<file path="src/rtl/serial_arith_pkg.sv">
// Shared definitions for the bit-serial subtractor / inverter pair:
// controller states and a constant-evaluable log2 for counter sizing.
package serial_arith_pkg;

   typedef enum logic [1:0] {
      IDLE  = 2'd0,
      SHIFT = 2'd1,
      DONE  = 2'd2
   } state_e;

   // Bits needed to count 0..n-1, never less than one.
   function automatic int clog2(input int n);
      int r;
      r = 1;
      for (int i = 1; i < 32; i++)
         if ((1 << i) < n) r = i + 1;
      return r;
   endfunction

endpackage

</file>
<file path="src/rtl/full_add_cell.sv">
// Combinational 1-bit full adder; the carry flop lives in the parent.
module full_add_cell (
   input  logic a,
   input  logic b,
   input  logic cin,
   output logic s,
   output logic cout
);

   assign s    = a ^ b ^ cin;
   assign cout = (a & b) | (a & cin) | (b & cin);

endmodule

</file>
<file path="src/rtl/serial_sub_inverter.sv">
// Bit-serial adder rebuilding minuend A = D + B + bin, LSB first, from the
// serial subtractor's difference; final carry equals the original borrow-out.
module serial_sub_inverter
   import serial_arith_pkg::*;
#(
   parameter int WIDTH = 8
) (
   input  logic             clock,
   input  logic             rst_n,
   input  logic             start,
   input  logic [WIDTH-1:0] diff,
   input  logic [WIDTH-1:0] sub,
   input  logic             bin,
   output logic             busy,
   output logic             done,
   output logic [WIDTH-1:0] minuend,
   output logic             bout_rec
);

   localparam int CW = clog2(WIDTH);

   state_e           r_state, w_state_nxt;
   logic [WIDTH-1:0] r_d, r_b, r_minuend;
   logic             r_carry, r_bout;
   logic [CW-1:0]    r_cnt;
   logic             w_s, w_cout, w_last;

   full_add_cell u_fa (
      .a    (r_d[0]),
      .b    (r_b[0]),
      .cin  (r_carry),
      .s    (w_s),
      .cout (w_cout)
   );

   assign w_last = (r_cnt == CW'(WIDTH - 1));

   always_ff @(posedge clock or negedge rst_n) begin
      if (!rst_n) r_state <= IDLE;
      else        r_state <= w_state_nxt;
   end

   always_comb begin
      w_state_nxt = r_state;
      case (r_state)
         IDLE:    if (start) w_state_nxt = SHIFT;
         SHIFT:   if (w_last) w_state_nxt = DONE;
         DONE:    w_state_nxt = IDLE;
         default: w_state_nxt = IDLE;
      endcase
   end

   // r_d doubles as the result register: sum bits enter at the MSB as
   // difference bits leave at the LSB, so after WIDTH shifts it holds A.
   always_ff @(posedge clock or negedge rst_n) begin
      if (!rst_n) begin
         r_d       <= '0;
         r_b       <= '0;
         r_carry   <= 1'b0;
         r_cnt     <= '0;
         r_minuend <= '0;
         r_bout    <= 1'b0;
      end else begin
         case (r_state)
            IDLE: begin
               if (start) begin
                  r_d     <= diff;
                  r_b     <= sub;
                  r_carry <= bin;
                  r_cnt   <= '0;
               end
            end
            SHIFT: begin
               r_d     <= {w_s, r_d[WIDTH-1:1]};
               r_b     <= {1'b0, r_b[WIDTH-1:1]};
               r_carry <= w_cout;
               r_cnt   <= r_cnt + CW'(1);
               if (w_last) begin
                  r_minuend <= {w_s, r_d[WIDTH-1:1]};
                  r_bout    <= w_cout;
               end
            end
            default: ;
         endcase
      end
   end

   assign busy     = (r_state != IDLE);
   assign done     = (r_state == DONE);
   assign minuend  = r_minuend;
   assign bout_rec = r_bout;

endmodule
</file>
<file path="config.mk">
export PLATFORM = sky130hd
export DESIGN_NAME = serial_sub_inverter
export DESIGN_NICKNAME = d
export VERILOG_FILES = /design/src/rtl/serial_arith_pkg.sv /design/src/rtl/full_add_cell.sv /design/src/rtl/serial_sub_inverter.sv
export SDC_FILE = /design/constraint.sdc
export NUM_CORES = 1
export LEC_CHECK = 0
export ABC_AREA = 1
export ABC_CLOCK_PERIOD_IN_PS = 2900
export CORE_MARGIN = 1.5
export CORE_UTILIZATION = 30
export DETAILED_ROUTE_END_ITERATION = 12
export GPL_ROUTABILITY_DRIVEN = 0
export PLACE_DENSITY = 0.56
export RECOVER_POWER = 50
export SKIP_CTS_REPAIR_TIMING = 1
export SYNTH_ARGS = -nofsm -noshare
export SYNTH_HDL_FRONTEND = slang
export SYNTH_SLANG_ARGS = --single-unit
</file>
<file path="constraint.sdc">
create_clock -name clock -period 2.9 [get_ports clock]
set_input_delay 0.58 -clock clock [delete_from_list [all_inputs] [get_ports clock]]
set_output_delay 0.58 -clock clock [all_outputs]
set_load 0.05 [all_outputs]
</file>
## Word level (Yosys, flattened, before mapping)

Cells that the tools add are included.

- Register bits: 60
- Bits of input ports: 20
- Output and inout port bits: 11
- Logic and storage cells: 37

- Add/subtract/negate cells: 1
- Equal/unequal tests: 5
- Mux-type cells: 11
- Bitwise logic cells: 7
- Reduce and logical (&&, ||, !) cells: 6

Operators by type and width:

| operator | count |
|---|---|
| 32-bit case mux with 2 select lines | 1 |
| 32-bit by 1-bit adder with 32-bit output, second input constant | 1 |
| 32-bit by 3-bit == test with 1-bit output, second input constant | 1 |
| 32-bit 2-to-1 mux | 1 |
| 8-bit case mux with 2 select lines | 2 |
| 8-bit 2-to-1 mux | 2 |
| 2-bit AND reduction | 3 |
| 2-bit 2-to-1 mux | 2 |
| 2-bit != test, second input constant | 2 |
| 2-bit case mux with 2 select lines | 1 |
| 2-bit nonzero test | 2 |
| 1-bit bitwise AND | 3 |
| 2-bit by 1-bit == test with 1-bit output, second input constant | 1 |
| 2-bit == test, second input constant | 1 |
| 2-bit logical NOT | 1 |
| 1-bit OR | 2 |
| 1-bit case mux with 2 select lines | 1 |
| 1-bit bitwise XOR | 2 |
| 1-bit 2-to-1 mux | 1 |

## Logic depth before layout (Yosys ltp)

- Depth after elaboration: 4
- Gate-level depth with buffers: 10
- Depth with buffers taken out: 10

## Modules after synthesis

Synthesis repeated with hierarchy kept, for this count alone.

- Cells, all modules: 442
- Area, all modules: 3211.8 um^2

Modules (own cells, without submodules):

| module | times used | cells each | area each (um^2) | sequential area each (um^2) |
|---|---|---|---|---|
| serial_sub_inverter | 1 | 441 | 3191.8 | 1501.4 |
| full_add_cell | 1 | 1 | 20.0 | 0.0 |

## Worst setup path before layout

Ideal clock, no wire load.

- Path type: flip-flop to output port
- Start: register r_state[0]
- End: output done
- Arrival time: 1062 ps
- Required time: 2320 ps
- Setup slack: 1258 ps
- Cell stages (with the launch flop): 2
- Path through: dfrtp_1 > nor2_1

- Longest elaborated chain between the ends: 1

Ends and longest elaborated chain:

| item | line | text |
|---|---|---|
| start, declared | serial_sub_inverter.sv:22 | `state_e r_state, w_state_nxt;` |
| start signal, assigned | serial_sub_inverter.sv:40 | `else r_state <= w_state_nxt;` |
| 2-bit == test | serial_sub_inverter.sv:89 | `assign done = (r_state == DONE);` |
| end, declared | serial_sub_inverter.sv:15 | `output logic done,` |

Every way passes these cells.

## Worst setup path after layout

Ends and elaborated chain as after synthesis.

==> impl_metrics.yaml <==
status:
  status: "completed"
synth:
  synthTopCellsByCount: "nand2_1 (181), dfrtp_1 (60), nor2_1 (54)"
  synth.area.top_cells: "dfrtp_1 (46%), nand2_1 (21%), nand3_1 (7.7%)"
  yosys.cell_types.count: 30
  ys_ff_latch: 60
  async_flop_share: 1.00
  syn_nets: 482
  ys.warnings.count: 0
  synth_edf_count: 0
  yosysTopAreaCell: "dfrtp_1"
  syn-cell-area_sq_um: 3300
  synth_area_per_cell_sq_um: 7.17
  synth_ff_type: "dfrtp_1"
  synth.top_cell.area_share: 0.455
  ys_seq_area_frac: 0.455
  synth.most_common_cell: "nand2_1"
  synthCells: 460
routing:
  dr_wl_met2_microns: 3710
  routed_wl_microns: 7840
  viasPerCell: 4.49
  drtIter0Drc: 151
  m1WireLength_microns: 3760
  route.detailed.drc: 0
  vias: 2859
  drt-wirelength-per-cell_microns: 12.3
  antenna_left: 0
  met3WireLength_microns: 196
  routed.top_layer: "met4"
  drtPass1Iterations: 4
sta:
  rsz0062_at_grt: "no"
  relSlewSlack: 0.0810
  holdWs_ps: 480
  fin_tns_setup_ps: 0
  tightestPinTransition_ps: 1380
  drv_slew: 0
  hold_viol_final: 0
  fin_crit_sh: 0.802
  min_period_ps: 2330
  skew_ps: 9.31
  fmax_mhz: 430
  fin_ws_ps: 575
  setup_viol: 0
place:
  detailed_place_hpwl_microns: 5700
  dp_cells: 623
  placed_area_sq_um: 3730
  io_buffers: 30
  pre_cts_ws_ps: 859
cells_and_area:
  drive_gt1_frac: 0.0624
  nNetsFinal: 516
  fin_area_sq_um: 3870
  areaGrowthSynthToFinish_pct: 17.2
  final_core_util: 0.358
  finalNonFillerCells: 637
  antenna_cells: 0
clock_network:
  cts_buffer_depth: 2
  cts_buffers: 9
  clock_sinks: 60
  cts_tree: "yes"
  h-tree-depth: 3
  root_buffer: "clkbuf_8"
  worst_skew_pair.late_latency_ps: 350
  path_clk_slew_ps: 70
pwr:
  pwr-share-clk: 0.421
  combPwrFrac: 0.028
  p_int_mw: 1.18
  seqPwrFrac: 0.551
  swShare: 0.225
  p_switching_mw: 0.342
  leakagePower_nw: 2.01
  powerDensity_nw_per_um2: 393
  irDropWorstVdd_mv: 0.150
  p_total_mw: 1.52
min_path:
  hp-class: "flop to flop"
worst_setup_path:
  cp-start-kind: "flop"
  cp_max_fo: 4
  path_class: "flop to output pin"
  cp_data_required_time_ps: 2320
  arrival_ps: 1750
  end_kind: "output pin"
grt:
  grt_start_max_net_pins: 36
  grt_pass1_wl_microns: 13100
  grt_overflow: 0
  grt_usage: 0.148
  grt_pass1_vias: 2780
  grt_antenna_before_repair: 0
floorplanning:
  rows: 38
  die_h_microns: 108
  dieArea_sq_um: 11600
  die_w_microns: 108
  coreArea_sq_um: 10800
  initial_core_util: 0.306
  ios: 31
flow_run:
  maxCapViolations: 0
[final timing paths]
check | from | end | slack, ps | cells past startpoint
worst max-delay path | r_state[0] | done | 570 | 2
worst min-delay path | minuend[1] | minuend[1] | 480 | 2
worst max register to register | r_state[0] | r_b[7] | 930 | 4
worst min register to register | minuend[1] | minuend[1] | 480 | 2
max in group asynchronous | rst_n | r_cnt[24] | 790 | 2
min in group asynchronous | rst_n | r_b[5] | 530 | 1
[critical path, cell delays in order, from the launching register on]
cell and delay (ps):
dfrtp_1 410, nor2_1 160, clkdlybuf4s50_1 820
[flip-flops by register name, summed over array words and instances, names as in the netlist]
signal	count
r_state	2
r_carry	1
r_b	8
r_cnt	32
r_d	8
minuend	8
bout_rec	1
[power groups by stage]
stage	clock network, mW	registers (mW)	logic (mW)
CTS	0.658	0.837	0.0482
global route	0.703	0.836	0.0485
global placement	0	0.852	0.0476
floorplan	0	0.853	0.000464
detailed placement	0	0.852	0.0479
finish	0.641	0.837	0.0427
[kinds of logic after synthesis]
group / after synthesis / synth area share
AO/OA/AOI/OAI: 27 / 0.0485
XOR/XNOR: 2 / 0.00531
adder cells (fa/ha/maj): 2 / 0.00986
buffers and inverters: 64 / 0.0842
flip-flops: 60 / 0.455
multiplexers: 1 / 0.00303
AND/OR/NAND/NOR: 304 / 0.394
[layout by cell type (no fill, tap or decap), types with 2 or more instances in the layout]
cell / synthesis / final
clkdlybuf4s50_1: 0 / 29
nand2_1: 181 / 182
clkbuf_1: 0 / 2
o21ai_1: 3 / 3
nor2_1: 54 / 54
a22o_1: 2 / 2
o211ai_1: 4 / 4
nand3_1: 51 / 51
nor2_8: 2 / 2
dfrtp_1: 60 / 60
inv_1: 51 / 52
nor3_1: 2 / 2
inv_2: 3 / 2
buf_4: 5 / 2
clkinv_2: 0 / 3
nand2_2: 3 / 2
xor2_1: 2 / 2
clkbuf_8: 0 / 10
nor2_4: 3 / 3
o21ai_0: 14 / 14
nor2_2: 4 / 4
[area by class of cell]
cell class | count | area (sq um)
fillers | 1131 | 6930
multi-input cells | 336 | 1520
flip-flops and latches | 60 | 1500
repair buffers | 33 | 314
inverters | 54 | 203
well taps | 140 | 175
clock buffers | 11 | 141
clock inverters | 3 | 15.0
[layer usage]
layer,up-vias,GRT usage
met5,-,0
met4,0,0.0620
met3,12,0.0333
met2,28,0.240
met1,1327,0.189
li1,1492,-
Power figures use the tool's default switching activity.
